===== config.mk =====
export PLATFORM = sky130hd
export DESIGN_NAME = wb_timeout_arbiter
export DESIGN_NICKNAME = d
export VERILOG_FILES = /design/src/rtl/wb_arb_pkg.sv /design/src/rtl/wb_rr_pick.sv /design/src/rtl/wb_timeout_arbiter.sv
export SDC_FILE = /design/constraint.sdc
export NUM_CORES = 1
export LEC_CHECK = 0
export ABC_CLOCK_PERIOD_IN_PS = 1600
export CAP_MARGIN = 5
export CORE_MARGIN = 3
export CORE_UTILIZATION = 40
export DETAILED_ROUTE_END_ITERATION = 8
export PLACE_DENSITY = 0.79
export SETUP_SLACK_MARGIN = 0.1
export SYNTH_ARGS = -nofsm -noshare
export SYNTH_HDL_FRONTEND = slang
export SYNTH_SLANG_ARGS = --single-unit

===== constraint.sdc =====
create_clock -name clk -period 1.6 [get_ports clk]
set_input_delay 0.16 -clock clk [delete_from_list [all_inputs] [get_ports clk]]
set_output_delay 0.16 -clock clk [all_outputs]
set_load 0.02 [all_outputs]

===== src/rtl/wb_arb_pkg.sv =====
// Shared definitions for the Wishbone timeout arbiter.
//   - arb_state_t   : FSM state encoding (also exported on the trace word)
//   - TRACE_*       : bit offsets / widths of the fields in trace_signal
//   - clog2         : ceiling log2 used to size index and counter vectors
//   - onehot_to_idx : one-hot (up to 16 bits) to binary index
package wb_arb_pkg;

    typedef enum logic [1:0] {
        ST_IDLE  = 2'd0,
        ST_GRANT = 2'd1,
        ST_FLUSH = 2'd2
    } arb_state_t;

    // trace_signal = {timeouts[7:0], grants[7:0], 4'b0, grant_bin[3:0], 6'b0, state[1:0]}
    localparam int TRACE_TO_LSB = 24;
    localparam int TRACE_TO_W   = 8;
    localparam int TRACE_GC_LSB = 16;
    localparam int TRACE_GC_W   = 8;
    localparam int TRACE_GB_LSB = 8;
    localparam int TRACE_GB_W   = 4;
    localparam int TRACE_ST_LSB = 0;
    localparam int TRACE_ST_W   = 2;

    // Ceiling log2, never less than 1 so vectors stay legal for tiny values.
    function automatic int clog2(input int n);
        int r;
        r = 1;
        for (int i = 1; i < 20; i++) begin
            if ((1 << i) < n) begin
                r = i + 1;
            end
        end
        return r;
    endfunction

    function automatic logic [3:0] onehot_to_idx(input logic [15:0] oh);
        logic [3:0] r;
        r = '0;
        for (int i = 0; i < 16; i++) begin
            if (oh[i]) begin
                r = r | 4'(i);
            end
        end
        return r;
    endfunction

endpackage


===== src/rtl/wb_rr_pick.sv =====
// Combinational round-robin picker.
//   req    [M-1:0]  : eligible requests
//   rr_ptr [MW-1:0] : index of the previous winner; search starts just above it
//   pick   [M-1:0]  : one-hot winner, zero when req is zero
module wb_rr_pick
    import wb_arb_pkg::*;
#(
    parameter  int M  = 4,
    localparam int MW = clog2(M)
) (
    input  logic [M-1:0]  req,
    input  logic [MW-1:0] rr_ptr,
    output logic [M-1:0]  pick
);

    logic [M-1:0] above;
    logic [M-1:0] req_hi;

    genvar gi;
    generate
        for (gi = 0; gi < M; gi++) begin : g_above
            assign above[gi] = (MW'(gi) > rr_ptr);
        end
    endgenerate

    // Lowest set bit among requesters above the pointer wins; if there are
    // none, wrap around and take the lowest set bit overall. x & (~x + 1)
    // isolates the lowest set bit.
    assign req_hi = req & above;
    assign pick   = (|req_hi) ? (req_hi & (~req_hi + M'(1)))
                              : (req & (~req + M'(1)));

endmodule


===== src/rtl/wb_timeout_arbiter.sv =====
// Round-robin Wishbone bus arbiter with optional ack-timeout recovery.
// Define WB_ARB_TIMEOUT_EN to build the ack watchdog, the per-master mask
// and the error/trigger pulses; without it they are tied off.
//   clk, reset        : clock, asynchronous active-low reset
//   m_cyc_i_all [M]   : per-master cycle request
//   any_s_ack         : OR of all slave acks
//   grant_onehot [M]  : registered one-hot grant
//   grant_bin [MW]    : binary index of grant_onehot
//   grant_valid       : grant_onehot non-zero
//   m_err_o_all [M]   : one-cycle timeout error to the stalled master
//   trigger           : one-cycle pulse per timeout event
//   trace_signal [32] : debug word (layout in wb_arb_pkg)
module wb_timeout_arbiter
    import wb_arb_pkg::*;
#(
    parameter  int M       = 4,
    parameter  int TIMEOUT = 1023,
    localparam int MW      = clog2(M)
) (
    input  logic          clk,
    input  logic          reset,
    input  logic [M-1:0]  m_cyc_i_all,
    input  logic          any_s_ack,
    output logic [M-1:0]  grant_onehot,
    output logic [MW-1:0] grant_bin,
    output logic          grant_valid,
    output logic [M-1:0]  m_err_o_all,
    output logic          trigger,
    output logic [31:0]   trace_signal
);

    arb_state_t    state_reg, state_next;
    logic [M-1:0]  grant_reg, grant_next;
    logic [MW-1:0] rr_ptr_reg, rr_ptr_next;
    logic [7:0]    grant_cnt_reg, grant_cnt_next;
    logic [M-1:0]  eligible;
    logic [M-1:0]  pick;
    logic          owner_cyc;
    logic          timeout_hit;
    logic [7:0]    timeout_byte;

    wb_rr_pick #(.M(M)) u_pick (
        .req    (eligible),
        .rr_ptr (rr_ptr_reg),
        .pick   (pick)
    );

    assign owner_cyc = |(grant_reg & m_cyc_i_all);

`ifdef WB_ARB_TIMEOUT_EN
    localparam int CW = clog2(TIMEOUT + 1);

    logic [CW-1:0] wait_reg, wait_next;
    logic [M-1:0]  mask_reg, mask_next;
    logic [M-1:0]  err_reg, err_next;
    logic          trig_reg, trig_next;
    logic [7:0]    to_cnt_reg, to_cnt_next;

    assign eligible = m_cyc_i_all & ~mask_reg;
    // A cyc drop or an ack in the same cycle both take precedence.
    assign timeout_hit = owner_cyc && !any_s_ack && (wait_reg == CW'(TIMEOUT));

    always_ff @(posedge clk or negedge reset) begin
        if (!reset) begin
            wait_reg   <= '0;
            mask_reg   <= '0;
            err_reg    <= '0;
            trig_reg   <= 1'b0;
            to_cnt_reg <= '0;
        end else begin
            wait_reg   <= wait_next;
            mask_reg   <= mask_next;
            err_reg    <= err_next;
            trig_reg   <= trig_next;
            to_cnt_reg <= to_cnt_next;
        end
    end

    always_comb begin
        wait_next   = wait_reg;
        // A mask bit survives only while its master keeps cyc asserted.
        mask_next   = mask_reg & m_cyc_i_all;
        err_next    = '0;
        trig_next   = 1'b0;
        to_cnt_next = to_cnt_reg;
        if (state_reg == ST_IDLE) begin
            // Zero while idle so every new grant starts counting from 0.
            wait_next = '0;
        end else if (state_reg == ST_GRANT && owner_cyc) begin
            if (any_s_ack) begin
                wait_next = '0;
            end else if (timeout_hit) begin
                err_next  = grant_reg;
                trig_next = 1'b1;
                mask_next = mask_next | grant_reg;
                if (to_cnt_reg != 8'hFF) begin
                    to_cnt_next = to_cnt_reg + 8'd1;
                end
            end else begin
                wait_next = wait_reg + CW'(1);
            end
        end
    end

    assign m_err_o_all  = err_reg;
    assign trigger      = trig_reg;
    assign timeout_byte = to_cnt_reg;
`else
    localparam int unused_timeout = TIMEOUT;
    logic unused_ack;
    assign unused_ack   = any_s_ack;
    assign eligible     = m_cyc_i_all;
    assign timeout_hit  = 1'b0;
    assign m_err_o_all  = '0;
    assign trigger      = 1'b0;
    assign timeout_byte = '0;
`endif

    always_ff @(posedge clk or negedge reset) begin
        if (!reset) begin
            state_reg     <= ST_IDLE;
            grant_reg     <= '0;
            rr_ptr_reg    <= MW'(M - 1);
            grant_cnt_reg <= '0;
        end else begin
            state_reg     <= state_next;
            grant_reg     <= grant_next;
            rr_ptr_reg    <= rr_ptr_next;
            grant_cnt_reg <= grant_cnt_next;
        end
    end

    always_comb begin
        state_next     = state_reg;
        grant_next     = grant_reg;
        rr_ptr_next    = rr_ptr_reg;
        grant_cnt_next = grant_cnt_reg;
        case (state_reg)
            ST_IDLE: begin
                if (|eligible) begin
                    grant_next     = pick;
                    rr_ptr_next    = MW'(onehot_to_idx(16'(pick)));
                    grant_cnt_next = grant_cnt_reg + 8'd1;
                    state_next     = ST_GRANT;
                end else begin
                    grant_next = '0;
                end
            end
            ST_GRANT: begin
                // No preemption: only the owner's cyc or the watchdog end a grant.
                if (!owner_cyc) begin
                    grant_next = '0;
                    state_next = ST_IDLE;
                end else if (timeout_hit) begin
                    grant_next = '0;
                    state_next = ST_FLUSH;
                end
            end
            ST_FLUSH: begin
                grant_next = '0;
                state_next = ST_IDLE;
            end
            default: begin
                grant_next = '0;
                state_next = ST_IDLE;
            end
        endcase
    end

    assign grant_onehot = grant_reg;
    assign grant_bin    = MW'(onehot_to_idx(16'(grant_reg)));
    assign grant_valid  = |grant_reg;

    always_comb begin
        trace_signal = '0;
        trace_signal[TRACE_TO_LSB +: TRACE_TO_W] = timeout_byte;
        trace_signal[TRACE_GC_LSB +: TRACE_GC_W] = grant_cnt_reg;
        trace_signal[TRACE_GB_LSB +: TRACE_GB_W] = TRACE_GB_W'(grant_bin);
        trace_signal[TRACE_ST_LSB +: TRACE_ST_W] = state_reg;
    end

endmodule


==> results of run 1 <==
-- worst max-delay path, delay by kind of cell (launching register included) --
| kind | cells | cell delay, ns |
|---|---|---|
| simple gates | 2 | 0.64 |
| buf+inv | 1 | 0.14 |
| flops | 1 | 0.39 |
-- routing by layer --
layer	track usage, %	vias to the layer above	share of wire, %
met4	5.960	0	1.6
met3	2.227	4	8.8
met5	0	-	0
met1	14.43	409	38
li1	-	406	-
met2	24.68	40	52
-- cell families (layout without fill, tap and decap cells) --
logic type	after synthesis	count (layout)	share of synthesized area, %
buffers and inverters	40	47	25.56
and+or+nand+nor	30	30	16.88
AOI/OAI and AO/OA	20	20	13.48
DFF	15	15	35.40
xor gates and xnor gates	7	7	5.745
adders and majority gates	1	1	1.172
other	1	26	0.3514
muxes	1	1	1.406
-- layout make-up --
type                            instances  area (µm²)  share of cell area (%)
Clock buffer                            4       26.28                   1.996
Inverter                                6       22.52                   1.711
Multi-Input combinational cell         85       520.5                   39.54
Sequential cell                        15       377.9                   28.71
Tap cell                               30       37.54                   2.852
Timing Repair Buffer                   37       331.6                   25.19
-- layout by cell type, fill, tap and decap left out, drive strengths merged, types with 3 or more instances in the layout --
cell,Yosys,routed
dlygate4sd2,0,6
o211ai,3,3
xor2,7,7
o21ai,5,5
clkbuf,2,4
dlymetal6s2s,0,4
inv,6,6
conb,1,26
nand2,5,5
buf,32,19
dfrtp,13,13
nor2,6,6
clkdlybuf4s50,0,8
nor3,4,4
-- stage by stage --
step	setup WS [ns]	std cells	util, %
after floorplan	0.1745	140	-
after global placement	-0.04878	172	51.05
after detailed placement	-0.08324	172	51.05
after CTS	-0.01627	176	50.80
after global routing	-0.06501	177	52.65
final	-0.01124	177	52.65
-- Yosys cell counts, drive strengths merged, types with 3 or more instances --
cell type / count
nor3: 4
o211ai: 3
inv: 6
o21ai: 5
nand2: 5
buf: 32
nor2: 6
xor2: 7
dfrtp: 13
-- worst paths after layout --
| path | to | slack [ns] | depth (start not counted) |
|---|---|---|---|
| min in group clk | grant_cnt_reg[7] | 0.47 | 1 |
| worst min register to register | grant_cnt_reg[7] | 0.47 | 1 |
| worst min-delay path | grant_cnt_reg[6] | 0.14 | 1 |
| worst max-delay path | grant_valid | -0.01 | 3 |
| max in group asynchronous | grant_cnt_reg[0] | 1.04 | 2 |
| worst max register to register | state_reg[0] | 0.29 | 5 |
-- timing repair --
action	in CTS	in global routing
pin swaps	0	1
endpoints found under the setup margin	11	6
buffers inserted	0	1
gates resized for setup	26	14
-- power groups by stage --
stage | combinational (mW) | sequential (mW) | clock, mW
after floorplan | 0.799 | 0.916 | 0
after global placement | 1.50 | 0.777 | 0
after detailed placement | 1.53 | 0.789 | 0
after CTS | 1.40 | 0.784 | 0.222
after global routing | 1.62 | 0.818 | 0.245
final | 1.51 | 0.788 | 0.215
==> metrics.log, run 1 <==
INFO  metric kind_of_end_point_of_the_critical_path = output port
INFO  metric timing.critical_path.slowest_cell_delay = 0.39 ns
INFO  metric groute.usage.overall = 13.22%
INFO  metric finalMaxSlewViolations = 0
INFO  metric outcome = complete, but fails checks
INFO  metric antenna_found_initial = 0
INFO  metric final.setup_skew = 0.0003473 ns
INFO  metric critical_path_arrival = 1.45 ns
INFO  metric largest_register_ffs = 8
INFO  metric start_util = 42.69%
INFO  metric synth_flop_cell = dfrtp_1
INFO  metric layout.nets = 156
INFO  metric die_height = 57.66 µm
INFO  metric clock_path_buffers = 2
INFO  metric critical_path_required = 1.44 ns
INFO  metric syn_area = 1067 µm²
INFO  metric fp.coreArea = 2500 µm²
INFO  metric start_kind = flip-flop
INFO  metric setup_tns = -0.01124 ns
INFO  metric power.net_switching = 1.113 mW
INFO  metric worst_r2r_startpoint = grant_onehot[1]
INFO  metric netlist.area_leader.share = 30.48%
INFO  metric setup_repair_after_global_routing_missed_its_margin = true
INFO  metric num-fill-cells = 230
INFO  metric chipWidth = 57.66 µm
INFO  metric path_clk_slew = 0.08 ns
INFO  metric holdWs = 0.1357 ns
INFO  metric post_synth_num_cell_types = 37
INFO  metric finalCriticalPeriod = 1.611 ns
INFO  metric antenna_cells = 0
INFO  metric syn_avg_cell_area = 9.281 µm²
INFO  metric timing.final.ws_setup = -0.01124 ns
INFO  metric share_comb_of_total_power = 60.1%
INFO  metric synth-seq-area-share = 35.40%
INFO  metric place.gp.congestion = 0.8292
INFO  metric critPathSlowestCell = dfrtp_1
INFO  metric synth_cells = 115
INFO  metric dieArea = 3324 µm²
INFO  metric synth.ff_latch_count = 15
INFO  metric io_buffers = 23
INFO  metric route.final.wire_length = 2178 µm
INFO  metric synth_warnings = 0
INFO  metric wire_length_of_the_first_global_routing_pass = 3450 µm
INFO  metric timing.fmax = 620.6 MHz
INFO  metric cts_tree = built
INFO  metric count_of_final_setup_violators = 1
INFO  metric dp.final_hpwl = 1724 µm
INFO  metric synth-edff-count = 0
INFO  metric cts.hold.buffers_added = 0
INFO  metric worstSetupStartpoint = grant_onehot[1]
INFO  metric cellPowerDensity = 1910 nW/µm²
INFO  metric failed_checks = negative setup slack
INFO  metric dr.pass1.iters = 4
INFO  metric std_cell_rows = 18
INFO  metric clock_tree.htree_level_count = 1
INFO  metric root_buffer = clkbuf_4
INFO  metric finalHoldViolations = 0
INFO  metric total_power_of_the_final_layout = 2.515 mW
INFO  metric grt_overflow = 0
INFO  metric post_drt_wl_per_cell = 12.31 µm
INFO  metric switching_fraction_of_total_power = 44.25%
INFO  metric clk_latency = 0.28 ns
INFO  metric drive_above_1_share = 21.09%
INFO  metric detailroute.via_count = 859
INFO  metric synth.top_cells.by_area = dfrtp_1, buf_4, xor2_1, dfstp_2, o21ai_0
INFO  metric synth_area_leader_cell = dfrtp_1
INFO  metric ir_worst_vdd = 1.196 mV
INFO  metric post-route-cell-area = 1316 µm²
INFO  metric ios = 51
INFO  metric path_max_fanout = 2
INFO  metric grt_start_max_net_pins = 12
INFO  metric power.sequential.fraction = 31.3%
INFO  metric worstPathCellList = or2_4, or3_4, buf_6
INFO  metric placed_area = 1276 µm²
INFO  metric number_of_global_route_vias_before_repair = 786
INFO  metric numCtsBuffers = 3
INFO  metric power_frac_clock = 8.5%
INFO  metric area_delta_synth_final = 23.33%
INFO  metric final_min_period_over_clock_period = 100.7%
INFO  metric timing_worst_setup_path_type = flip-flop to output port
INFO  metric vias_per_cell = 4.853
INFO  metric cellInternalPower = 1.402 mW
INFO  metric drc = 0
INFO  metric async_reset_ff_share = 100.0%
INFO  metric timing.max_cap.violations = 0
INFO  metric holdCritPathClass = primary input to async pin
INFO  metric clock_sinks = 15
INFO  metric power.static_leakage = 0.6648 nW
INFO  metric dr.first_iter.drc_count = 18
INFO  metric antenna_violating_nets_post_route = 0
Power figures use the tool's default switching activity.
==> run 2: changes to the inputs <==
SETUP_SLACK_MARGIN = 0.15   (was 0.1)
==> metrics.log, run 2 (synthesis results as in run 1) <==
INFO  metric numCtsBuffers = 3
INFO  metric final_min_period_over_clock_period = 100.7%
INFO  metric finalMaxSlewViolations = 0
INFO  metric io_buffers = 23
INFO  metric clock_path_buffers = 2
INFO  metric failed_checks = negative setup slack
INFO  metric start_util = 42.69%
INFO  metric timing.critical_path.slowest_cell_delay = 0.39 ns
INFO  metric layout.cells.most_common = conb_1
INFO  metric finalCriticalPeriod = 1.611 ns
INFO  metric groute.usage.overall = 13.31%
INFO  metric finalHoldViolations = 0
INFO  metric path_clk_slew = 0.08 ns
INFO  metric grt_start_max_net_pins = 12
INFO  metric chipWidth = 57.66 µm
INFO  metric final.setup_skew = 0.0005071 ns
INFO  metric holdWs = 0.1348 ns
INFO  metric timing.max_cap.violations = 0
INFO  metric ios = 51
INFO  metric setup_tns = -0.01064 ns
INFO  metric kind_of_end_point_of_the_critical_path = output port
INFO  metric std_cell_rows = 18
INFO  metric power.static_leakage = 0.6391 nW
INFO  metric start_kind = flip-flop
INFO  metric dp.final_hpwl = 1724 µm
INFO  metric fp.coreArea = 2500 µm²
INFO  metric largest_register_ffs = 8
INFO  metric post_drt_wl_per_cell = 12.29 µm
INFO  metric drive_above_1_share = 21.09%
INFO  metric dr.first_iter.drc_count = 18
INFO  metric area_delta_synth_final = 22.04%
INFO  metric grt_overflow = 0
INFO  metric antenna_cells = 0
INFO  metric die_height = 57.66 µm
INFO  metric outcome = complete, but fails checks
INFO  metric postLayoutCoreUtil = 52.10%
INFO  metric path_max_fanout = 2
INFO  metric route.final.wire_length = 2175 µm
INFO  metric holdCritPathClass = primary input to async pin
INFO  metric detailroute.via_count = 853
INFO  metric antenna_found_initial = 0
INFO  metric wire_length_of_the_first_global_routing_pass = 3470 µm
INFO  metric setup_repair_after_global_routing_missed_its_margin = true
INFO  metric critical_path_required = 1.44 ns
INFO  metric clk_latency = 0.28 ns
INFO  metric vias_per_cell = 4.819
INFO  metric timing.final.ws_setup = -0.01064 ns
INFO  metric critical_path_arrival = 1.45 ns
INFO  metric worstPathCellList = or2_4, or3_4, buf_6
INFO  metric number_of_global_route_vias_before_repair = 784
INFO  metric place.gp.congestion = 0.8292
INFO  metric timing_worst_setup_path_type = flip-flop to output port
INFO  metric clock_tree.htree_level_count = 1
INFO  metric root_buffer = clkbuf_4
INFO  metric timing.fmax = 620.9 MHz
INFO  metric count_of_final_setup_violators = 1
INFO  metric clock_sinks = 15
INFO  metric dr.pass1.iters = 4
INFO  metric drc = 0
INFO  metric layout.nets = 156
INFO  metric ir_worst_vdd = 1.196 mV
INFO  metric cts_tree = built
INFO  metric num-fill-cells = 239
INFO  metric critPathSlowestCell = dfrtp_1
INFO  metric dieArea = 3324 µm²
INFO  metric leading_cell_types_in_the_layout_fill_and_taps_excluded = conb_1, buf_4, dfrtp_1
INFO  metric cellPowerDensity = 1897 nW/µm²
INFO  metric antenna_violating_nets_post_route = 0
run 2: cell count changes in the layout (fill, tap and decap cells not counted):
cell,previous run,this run
clkdlybuf4s50_1,8,5
clkdlybuf4s15_1,0,1
dlymetal6s2s_1,4,1
dlygate4sd2_1,6,11
run 2: path summary, 6_finish.rpt:
kind	cells after the start	slack, ns	endpoint	start
min in group clk	1	0.47	grant_cnt_reg[7]	grant_cnt_reg[7]
max reg2reg	4	0.29	grant_onehot[3]	rr_ptr_reg[1]
min reg2reg	1	0.47	grant_cnt_reg[7]	grant_cnt_reg[7]
max in group asynchronous	2	1.04	grant_cnt_reg[0]	reset
max	3	-0.01	grant_valid	grant_onehot[1]
min	1	0.13	grant_cnt_reg[6]	reset
run 2: routing by layer:
layer	share of wire (%)	global-route usage (%)	wire (µm)	vias to the layer above
li1	-	-	-	404
met1	38	14.57	836	401
met2	51	24.84	1119	44
met3	8.5	2.227	185	4
met4	1.6	5.960	34	0
met5	0	0	0	-
run 2: power breakdown:
part | switching, mW | internal (mW) | total [mW]
combinational | 0.780 | 0.691 | 1.47
clock | 0.118 | 0.0968 | 0.215
sequential | 0.211 | 0.574 | 0.785
run 2: area by class of cell:
class / instances / area, µm² / share of cell area (%)
Multi-Input combinational cell: 85 / 520.5 / 39.96
Sequential cell: 15 / 377.9 / 29.01
Timing Repair Buffer: 37 / 317.8 / 24.40
Tap cell: 30 / 37.54 / 2.882
Clock buffer: 4 / 26.28 / 2.017
Inverter: 6 / 22.52 / 1.729
run 2: what timing repair did:
action,in CTS,in global routing
hold buffers,0,0
setup endpoints to repair,17,4
buffers inserted,0,1
resized for setup,37,7
pin swaps,0,1
run 2: critical path: cells and delay by family, from the launching register on:
kind	cells	cell delay [ns]
simple gates	2	0.64
flops	1	0.39
buf+inv	1	0.14
run 2: metrics by stage:
| step | area (µm²) | setup slack [ns] | instances | total power, mW |
|---|---|---|---|---|
| after CTS | 1277 | -0.01627 | 176 | 2.407 |
| after global routing | 1303 | -0.06501 | 177 | 2.644 |
| after global placement | 1276 | -0.04878 | 172 | 2.274 |
| after detailed placement | 1276 | -0.08324 | 172 | 2.319 |
| final | 1303 | -0.01064 | 177 | 2.471 |
| after floorplan | 1161 | 0.1745 | 140 | 1.715 |
